### src/rtl/navre_io_inport.sv
// ---------------------------------------------------------------------------
// navre_io_inport
//
// IO-mapped inbound byte port for the softusb_navre core. A host-side source
// pushes bytes through a valid/ready handshake into a small FIFO. The CPU
// drains the FIFO and polls status over the navre IO bus.
//
// Register map:
//   ADDR_DATA  read : pop one byte (0x00 and sticky underflow if empty)
//   ADDR_STAT  read : {3'b0, irq_en, eof_seen, underflow, full, nonempty}
//              write: bit0 flush, bit2 clear underflow (W1C), bit4 irq_en
//
// Ports:
//   clk, rst          clock, synchronous active-high reset
//   in_data/in_valid  host byte and its valid strobe
//   in_ready          FIFO can accept a byte this cycle
//   in_eof            end-of-stream pulse, latched into eof_seen
//   io_re/io_we       navre IO read/write strobes
//   io_a/io_do        navre IO address and write data
//   io_di             registered read data, zero when not addressed
//   irq               level interrupt, irq_en and FIFO nonempty
// ---------------------------------------------------------------------------
module navre_io_inport #(
  parameter int unsigned DEPTH_LOG2 = 4,
  parameter logic [5:0]  ADDR_DATA  = 6'd43,
  parameter logic [5:0]  ADDR_STAT  = 6'd44
) (
  input  logic       clk,
  input  logic       rst,
  input  logic [7:0] in_data,
  input  logic       in_valid,
  output logic       in_ready,
  input  logic       in_eof,
  input  logic       io_re,
  input  logic       io_we,
  input  logic [5:0] io_a,
  input  logic [7:0] io_do,
  output logic [7:0] io_di,
  output logic       irq
);

  localparam int unsigned DEPTH = 2 ** DEPTH_LOG2;

  localparam logic [DEPTH_LOG2:0]   CNT_FULL = {1'b1, {DEPTH_LOG2{1'b0}}};
  localparam logic [DEPTH_LOG2:0]   CNT_ONE  = {{DEPTH_LOG2{1'b0}}, 1'b1};
  localparam logic [DEPTH_LOG2-1:0] PTR_ONE  = {{(DEPTH_LOG2-1){1'b0}}, 1'b1};

  logic [7:0]            mem [DEPTH];
  logic [DEPTH_LOG2-1:0] rd_ptr;
  logic [DEPTH_LOG2-1:0] wr_ptr;
  logic [DEPTH_LOG2:0]   count;
  logic [DEPTH_LOG2:0]   count_next;
  logic                  underflow;
  logic                  eof_seen;
  logic                  irq_en;
  logic [7:0]            io_di_next;

  logic full;
  logic nonempty;
  logic push;
  logic pop;
  logic rd_data;
  logic rd_stat;
  logic wr_stat;
  logic flush;
  logic unused_bits;

  assign full     = (count == CNT_FULL);
  assign nonempty = (count != '0);

  // in_ready depends only on registered count, so a pop in the same cycle
  // never opens a slot for a push while full.
  assign in_ready = !rst && !full;
  assign push     = in_valid && in_ready;

  assign rd_data  = io_re && (io_a == ADDR_DATA);
  assign rd_stat  = io_re && (io_a == ADDR_STAT);
  assign wr_stat  = io_we && (io_a == ADDR_STAT);
  assign pop      = rd_data && nonempty;
  assign flush    = wr_stat && io_do[0];

  assign unused_bits = ^{io_do[7:5], io_do[3], io_do[1]};

  // Occupancy update; flush overrides any push or pop in the same cycle.
  always_comb begin
    count_next = count;
    if (flush) begin
      count_next = '0;
    end else if (push && !pop) begin
      count_next = count + CNT_ONE;
    end else if (pop && !push) begin
      count_next = count - CNT_ONE;
    end
  end

  // Read mux. Unaddressed cycles return zero so several IO peripherals can
  // simply OR their io_di outputs together.
  always_comb begin
    io_di_next = 8'h00;
    if (rd_data) begin
      if (nonempty) begin
        io_di_next = mem[rd_ptr];
      end
    end else if (rd_stat) begin
      io_di_next = {3'b000, irq_en, eof_seen, underflow, full, nonempty};
    end
  end

  // Storage is not reset; contents are only meaningful between the pointers.
  always_ff @(posedge clk) begin
    if (push) begin
      mem[wr_ptr] <= in_data;
    end
  end

  // Control and status state. Reads see pre-update state because io_di_next
  // is formed from the current registers before any write lands.
  always_ff @(posedge clk) begin
    if (rst) begin
      rd_ptr    <= '0;
      wr_ptr    <= '0;
      count     <= '0;
      io_di     <= 8'h00;
      underflow <= 1'b0;
      eof_seen  <= 1'b0;
      irq_en    <= 1'b0;
      irq       <= 1'b0;
    end else begin
      count <= count_next;
      io_di <= io_di_next;

      if (flush) begin
        rd_ptr <= '0;
        wr_ptr <= '0;
      end else begin
        if (push) begin
          wr_ptr <= wr_ptr + PTR_ONE;
        end
        if (pop) begin
          rd_ptr <= rd_ptr + PTR_ONE;
        end
      end

      // A new underflow beats a simultaneous clear.
      if (rd_data && !nonempty) begin
        underflow <= 1'b1;
      end else if (wr_stat && io_do[2]) begin
        underflow <= 1'b0;
      end

      if (flush) begin
        eof_seen <= 1'b0;
      end else if (in_eof) begin
        eof_seen <= 1'b1;
      end

      if (wr_stat) begin
        irq_en <= io_do[4];
      end

      irq <= irq_en && (count_next != '0);
    end
  end

endmodule

### config.mk
export PLATFORM = sky130hd
export DESIGN_NAME = navre_io_inport
export DESIGN_NICKNAME = d
export VERILOG_FILES = /design/src/rtl/navre_io_inport.sv
export SDC_FILE = /design/constraint.sdc
export NUM_CORES = 1
export LEC_CHECK = 0
export BUFFER_PORTS_ARGS = -buffer_cell sky130_fd_sc_hd__buf_2
export CAP_MARGIN = 15
export CORE_ASPECT_RATIO = 1.75
export CORE_MARGIN = 4
export CORE_UTILIZATION = 48
export CTS_BUF_LIST = sky130_fd_sc_hd__clkbuf_16
export DETAILED_ROUTE_END_ITERATION = 8
export PLACE_DENSITY = 0.68
export SYNTH_ARGS = -nofsm -noshare
export SYNTH_HDL_FRONTEND = slang
export SYNTH_SLANG_ARGS = --single-unit
### constraint.sdc
create_clock -name clk -period 2.7 [get_ports clk]
set_clock_uncertainty 0.05 [all_clocks]
set_input_delay 0 -clock clk [delete_from_list [all_inputs] [get_ports clk]]
set_output_delay 0 -clock clk [all_outputs]
set_load 0.005 [all_outputs]
==> flow_summary.json, run 1 <==
{
  "synth_fp_nets": 389,
  "status": "finished clean",
  "post-route-util_pct": 58.8,
  "syn2layout_area_growth_pct": 20.0,
  "required_ps": 3010,
  "grt_use_total_pct": 17.7,
  "final_cell_area_um2": 7560,
  "syn-cell-area_um2": 6300,
  "drc": 0,
  "synth-edff-count": 128,
  "globalplace.congestion": 0.757,
  "die_w_um": 94.6,
  "slew_headroom_pct": 64.3,
  "io_buffers": 32,
  "clock_path_buffers": 2,
  "hold_violations": 0,
  "avgSynthCellArea_um2": 17.8,
  "ios": 38,
  "crit_chain": "inv_1, ha_1, nor4bb_4, o21ai_0, mux2i_2, xor2_1, nand2_1, nor2_1, dlygate4sd3_1",
  "start_util_pct": 49.0,
  "final_nets": 469,
  "powerDensity_nw_per_um2": 676,
  "drtIter0Drc": 203,
  "grt_pass1_wl_mm": 19.5,
  "drt-total-wl_mm": 12.1,
  "period_needed_ps": 2560,
  "cp_max_fo": 5,
  "cts_num_sinks": 157,
  "async_flop_share_pct": 0,
  "critical_path.startpoint_type": "flop",
  "setup_violations": 0,
  "fill_cells": 978,
  "grt_overflow": 0,
  "cts_tree": "yes",
  "arrival_ps": 2870,
  "slew_violations": 0,
  "vdd_drop_max_mv": 0.517,
  "grt_pass1_vias": 3503,
  "viasPerCell": 5.42,
  "maxCapViolCount": 0,
  "row_count": 55,
  "synth-main-ff-cell": "edfxtp_1",
  "vias": 3352,
  "layout-drive-gt1-share_pct": 31.3,
  "crit_type": "reg -> reg",
  "drt_pre_antenna_iters": 4,
  "clockRootBuffer": "clkbuf_16",
  "finalPower_w": 0.00511,
  "clkSlewWorstSetupHoldPaths_ps": 60,
  "synth_seq_area_share_pct": 70.2,
  "die_y_um": 160,
  "place_area_um2": 6770,
  "yosys_warnings": 0,
  "hold_class": "in -> reg",
  "clock.fmax_mhz": 391,
  "worst_slew_pin_slew_ps": 535,
  "diodes": 0,
  "antenna_found_initial": 0,
  "insertion_delay_ps": 420,
  "htree_num_levels": 4,
  "wl_per_cell_um": 19.5,
  "slowest_delay_ps": 540,
  "leakagePower_nw": 2.55,
  "worstSetupEndpointType": "flop",
  "fin_crit_sh_pct": 94.8,
  "ys_types": 45,
  "cts_setup_buffers": 0,
  "synth_seq_cells": 157,
  "core_area_um2": 12900,
  "cts_made_buffers": 17,
  "rsz0062_at_grt": "false",
  "netlist_instances": 354,
  "grt_start_max_net_pins": 33,
  "dieArea_um2": 15100,
  "fin_tns_setup_ps": 0,
  "slowest_stage": "dlygate4sd3_1",
  "ant_nets": 0,
  "dp_hpwl_mm": 8.21
}
[layout by cell type (no fill, tap or decap), types with 2 or more instances in the layout]
cell type,count
clkinv_1,2
a211oi_1,7
nand4_1,3
nand2b_1,6
maj3_2,2
inv_6,3
clkinvlp_4,2
buf_4,25
nor3_1,6
mux2i_1,6
clkinv_4,2
edfxtp_1,128
dfxtp_2,3
ha_1,7
dlygate4sd3_1,20
mux4_2,36
nand2_1,18
a21oi_1,2
xnor2_1,3
o21ai_1,2
clkbuf_16,20
o22ai_1,3
buf_2,32
nand3_1,5
nor2b_1,4
xor2_1,6
inv_1,8
nor2_1,33
dfxtp_1,26
nor3_2,2
[what timing repair did]
item	4_1_cts	5_1_grt
hold buffers	20	0
gates resized for setup	0	4
endpoints found under the setup margin	0	1
hold endpoints to repair	136	0
[Yosys cell counts, types with 2 or more instances]
library cell  number  area, um2
edfxtp_1         128       3840
nand3_1            5       25.0
o22ai_1            3       18.8
nand4_1            3       18.8
nor3_2             2       20.0
xnor2_1            3       26.3
nor2b_1            4       25.0
clkbuf_1           4       15.0
ha_1               7       87.6
mux2i_1            7       70.1
dfxtp_1           29        581
buf_2              6       30.0
buf_6              6       67.6
mux4_2            36        811
inv_1              6       22.5
xor2_1             6       52.6
o21ai_1            2       10.0
a21oi_1            2       10.0
nor3_1             6       30.0
nand2_1           18       67.6
buf_1              2       7.51
maj3_2             2       22.5
nor2_1            33        124
nand2b_1           6       37.5
clkinv_1           2       7.51
a211oi_1           7       52.6
[layer usage]
layer  wire length, um  global-route usage (%)  share of wire [%]  up-vias
li1                  -                       -                  -     1547
met5                 0                       0                  0        -
met3               271                    4.40                2.2       14
met4               224                    6.96                1.9        0
met2              7090                    32.0                 59       60
met1              4480                    19.2                 37     1731
[final timing paths]
kind / start / to / slack, ps / cells after the start
hold reg to reg: eof_seen / io_di[3] / 400 / 2
setup / recovery: count[1] / count[2] / 140 / 9
hold / removal: in_valid / wr_ptr[1] / 70 / 5
setup reg to reg: count[1] / count[2] / 140 / 9
[where the power goes]
part | total, W | leakage, nW | internal, W | switching (W)
combinational | 0.000203 | 0.867 | 0.0000960 | 0.000107
clock | 0.00225 | 0.292 | 0.00134 | 0.000913
sequential | 0.00265 | 1.39 | 0.00264 | 0.0000178
total | 0.00511 | 2.55 | 0.00407 | 0.00104
[flip-flops by register name, indices dropped and copies added, names as in the netlist, named ones only]
name / count
io_di: 8
mem: 128
rd_ptr: 4
count: 5
irq: 1
wr_ptr: 4
underflow: 1
eof_seen: 1
irq_en: 1
[worst max-delay path, delay by kind of cell, from the launching register on]
kind	cells	cell delay, ps
multiplexers	1	240
buffers and inverters	2	630
AND/OR/NAND/NOR	3	640
AO/OA/AOI/OAI	1	180
XOR/XNOR	1	180
flip-flops	1	350
adder cells (fa/ha/maj)	1	250
[stage by stage]
step | instances | hold slack [ps] | setup WS [ps]
CTS | 618 | 50.8 | 27.9
global route | 618 | 87.9 | 11.5
floorplan | 354 | 48.9 | 459
global placement | 566 | 161 | 504
detailed placement | 566 | 166 | 477
finish | 618 | 66.5 | 141
[final cells by class]
type / instances / area [um2] / share of cell area (%)
Inverter: 8 / 30.0 / 0.397
Timing Repair Buffer: 79 / 579 / 7.66
Clock buffer: 20 / 500 / 6.62
Clock inverter: 12 / 81.3 / 1.08
Sequential cell: 157 / 4430 / 58.6
Tap cell: 171 / 214 / 2.83
Multi-Input combinational cell: 171 / 1730 / 22.9
[cells by family (layout without fill, tap and decap cells)]
kind of cell    after synthesis  in the layout  share of synthesized area, %
flops                       157            157                          70.2
simple gates                 88             88                          7.53
mux                          44             44                          14.2
buf+inv                      26            119                          2.38
compound gates               20             20                          2.34
xor+xnor                     10             10                          1.61
fa+ha+maj                     9              9                          1.75
No activity file was read; power rests on OpenSTA's default activity.
==> inputs of run 2 (changes only) <==
- CORE_MARGIN: 4 -> 3
- PLACE_DENSITY: 0.68 -> 0.71
- clock period: 2.7 -> 2.1 ns (I/O delays scaled with it)
==> run 2 against run 1 <==
  * Largest cell class unchanged
  * Routed wire length rose by 2.7%
  * Cell area rose by 1.8%
  * Sequential power rose by 28%
==> flow_summary.json, run 2 (synthesis gave the netlist of run 1 again) <==
{
  "status": "finished clean",
  "core_area_um2": 12600,
  "htree_num_levels": 4,
  "grt_overflow": 0,
  "period_needed_ps": 1930,
  "seq_area_um2": 4430,
  "grt_pass1_vias": 3738,
  "layout_common_cells": "edfxtp_1 (128), mux4_2 (36), buf_4 (36), nor2_1 (33), buf_2 (32)",
  "final_nets": 479,
  "insertion_delay_ps": 410,
  "clockRootBuffer": "clkbuf_16",
  "drt_pre_antenna_iters": 4,
  "grt_use_total_pct": 19.0,
  "vdd_drop_max_mv": 0.568,
  "wl_per_cell_um": 19.8,
  "leakagePower_nw": 2.62,
  "globalplace.congestion": 0.781,
  "crit_type": "reg -> reg",
  "largest_register_ffs": 128,
  "row_count": 54,
  "slew_violations": 0,
  "ant_nets": 0,
  "setup_violations": 0,
  "pre_cts_slack_ps": 42.1,
  "cts_made_buffers": 17,
  "slew_headroom_pct": 62.7,
  "dp_hpwl_mm": 8.46,
  "start_util_pct": 49.9,
  "clock.fmax_mhz": 518,
  "worstSetupEndpointType": "flop",
  "die_w_um": 92.6,
  "critical_path.startpoint_type": "flop",
  "dieArea_um2": 14600,
  "layout-drive-gt1-share_pct": 34.6,
  "io_buffers": 32,
  "cts_num_sinks": 157,
  "multi_input_area_um2": 1770,
  "rsz0062_at_grt": "false",
  "cts_tree": "yes",
  "finalPower_w": 0.00682,
  "viasPerCell": 5.40,
  "die_y_um": 158,
  "drc": 0,
  "clock_path_buffers": 2,
  "syn2layout_area_growth_pct": 22.2,
  "vias": 3373,
  "worst_slack_ps": 170,
  "clkSlewWorstSetupHoldPaths_ps": 60,
  "fill_cells": 933,
  "powerDensity_nw_per_um2": 886,
  "hold_class": "in -> reg",
  "worst_slew_pin_slew_ps": 558,
  "required_ps": 2330,
  "cp_max_fo": 20,
  "drt-total-wl_mm": 12.4,
  "ios": 38,
  "reg.largest.list": "mem (128), io_di (8), count (5)",
  "drtIter0Drc": 195,
  "diodes": 0,
  "maxCapViolCount": 0,
  "antenna_found_initial": 0,
  "grt_pass1_wl_mm": 20.1,
  "grt_start_max_net_pins": 29,
  "fin_crit_sh_pct": 91.9,
  "regMostFlops": "mem",
  "hold_violations": 0,
  "arrival_ps": 2160,
  "fin_tns_setup_ps": 0,
  "final_common_cell": "edfxtp_1"
}
[run 2: cell types whose count changed in the layout (fill, tap and decap cells not counted), sizes merged]
cell | previous run | this run
nor2 | 34 | 35
inv | 13 | 12
buf | 59 | 71
bufinv | 0 | 3
clkbuf | 20 | 17
clkinv | 5 | 6
dlygate4sd3 | 20 | 17
[run 2: metrics by stage]
step	instances	utilization [%]	instance area, um2	hold slack (ps)
5_1_grt	625	60.9	7700	57.1
4_1_cts	622	60.6	7650	24.7
3_3_place_gp	573	54.4	6870	165
3_5_place_dp	573	54.4	6870	168
6_report	625	60.9	7700	41.9
2_1_floorplan	354	-	6320	48.9
[run 2: final cells by class]
class | instances | area share, %
tap | 168 | 2.73
clock inverter | 15 | 2.41
sequential | 157 | 57.5
timing repair buffer | 88 | 8.47
inverter | 8 | 0.390
multi-input combinational | 172 | 23.0
clock buffer | 17 | 5.53
[run 2: timing repair]
| action | in CTS | in global routing |
|---|---|---|
| setup endpoints to repair | 0 | 131 |
| hold buffers | 17 | 0 |
| setup buffers | 0 | 2 |
| endpoints found under the hold margin | 135 | 0 |
| gates resized for setup | 0 | 6 |
[run 2: power breakdown]
| group | switching (W) | leakage (nW) | internal (W) |
|---|---|---|---|
| clock | 0.00122 | 0.296 | 0.00189 |
| sequential | 0.0000162 | 1.39 | 0.00339 |
| combinational | 0.000152 | 0.934 | 0.000148 |
| total | 0.00139 | 2.62 | 0.00543 |
[run 2: routing by layer]
layer / vias to the layer above / GRT usage (%) / share of wire [%] / routed length [um]
met5: - / 0 / 0 / 0
met4: 0 / 9.07 / 3.3 / 407
met3: 25 / 4.50 / 3.5 / 438
met2: 84 / 35.2 / 57 / 7040
met1: 1703 / 20.1 / 36 / 4500
li1: 1561 / - / - / -
[run 2: critical path, stage by stage (launching register included)]
cell and delay, ps:
dfxtp_2 360, buf_12 200, mux4_2 540, mux4_2 490, clkinv_1 90, o22ai_1 70
[run 2: worst paths after layout]
path / startpoint / to / slack, ps / depth (start not counted)
max: flop / io_di[0] / 170 / 5
min: io_a[0] / io_di[0] / 40 / 4
max reg2reg: flop / io_di[0] / 170 / 5
min reg2reg: eof_seen / io_di[3] / 400 / 2
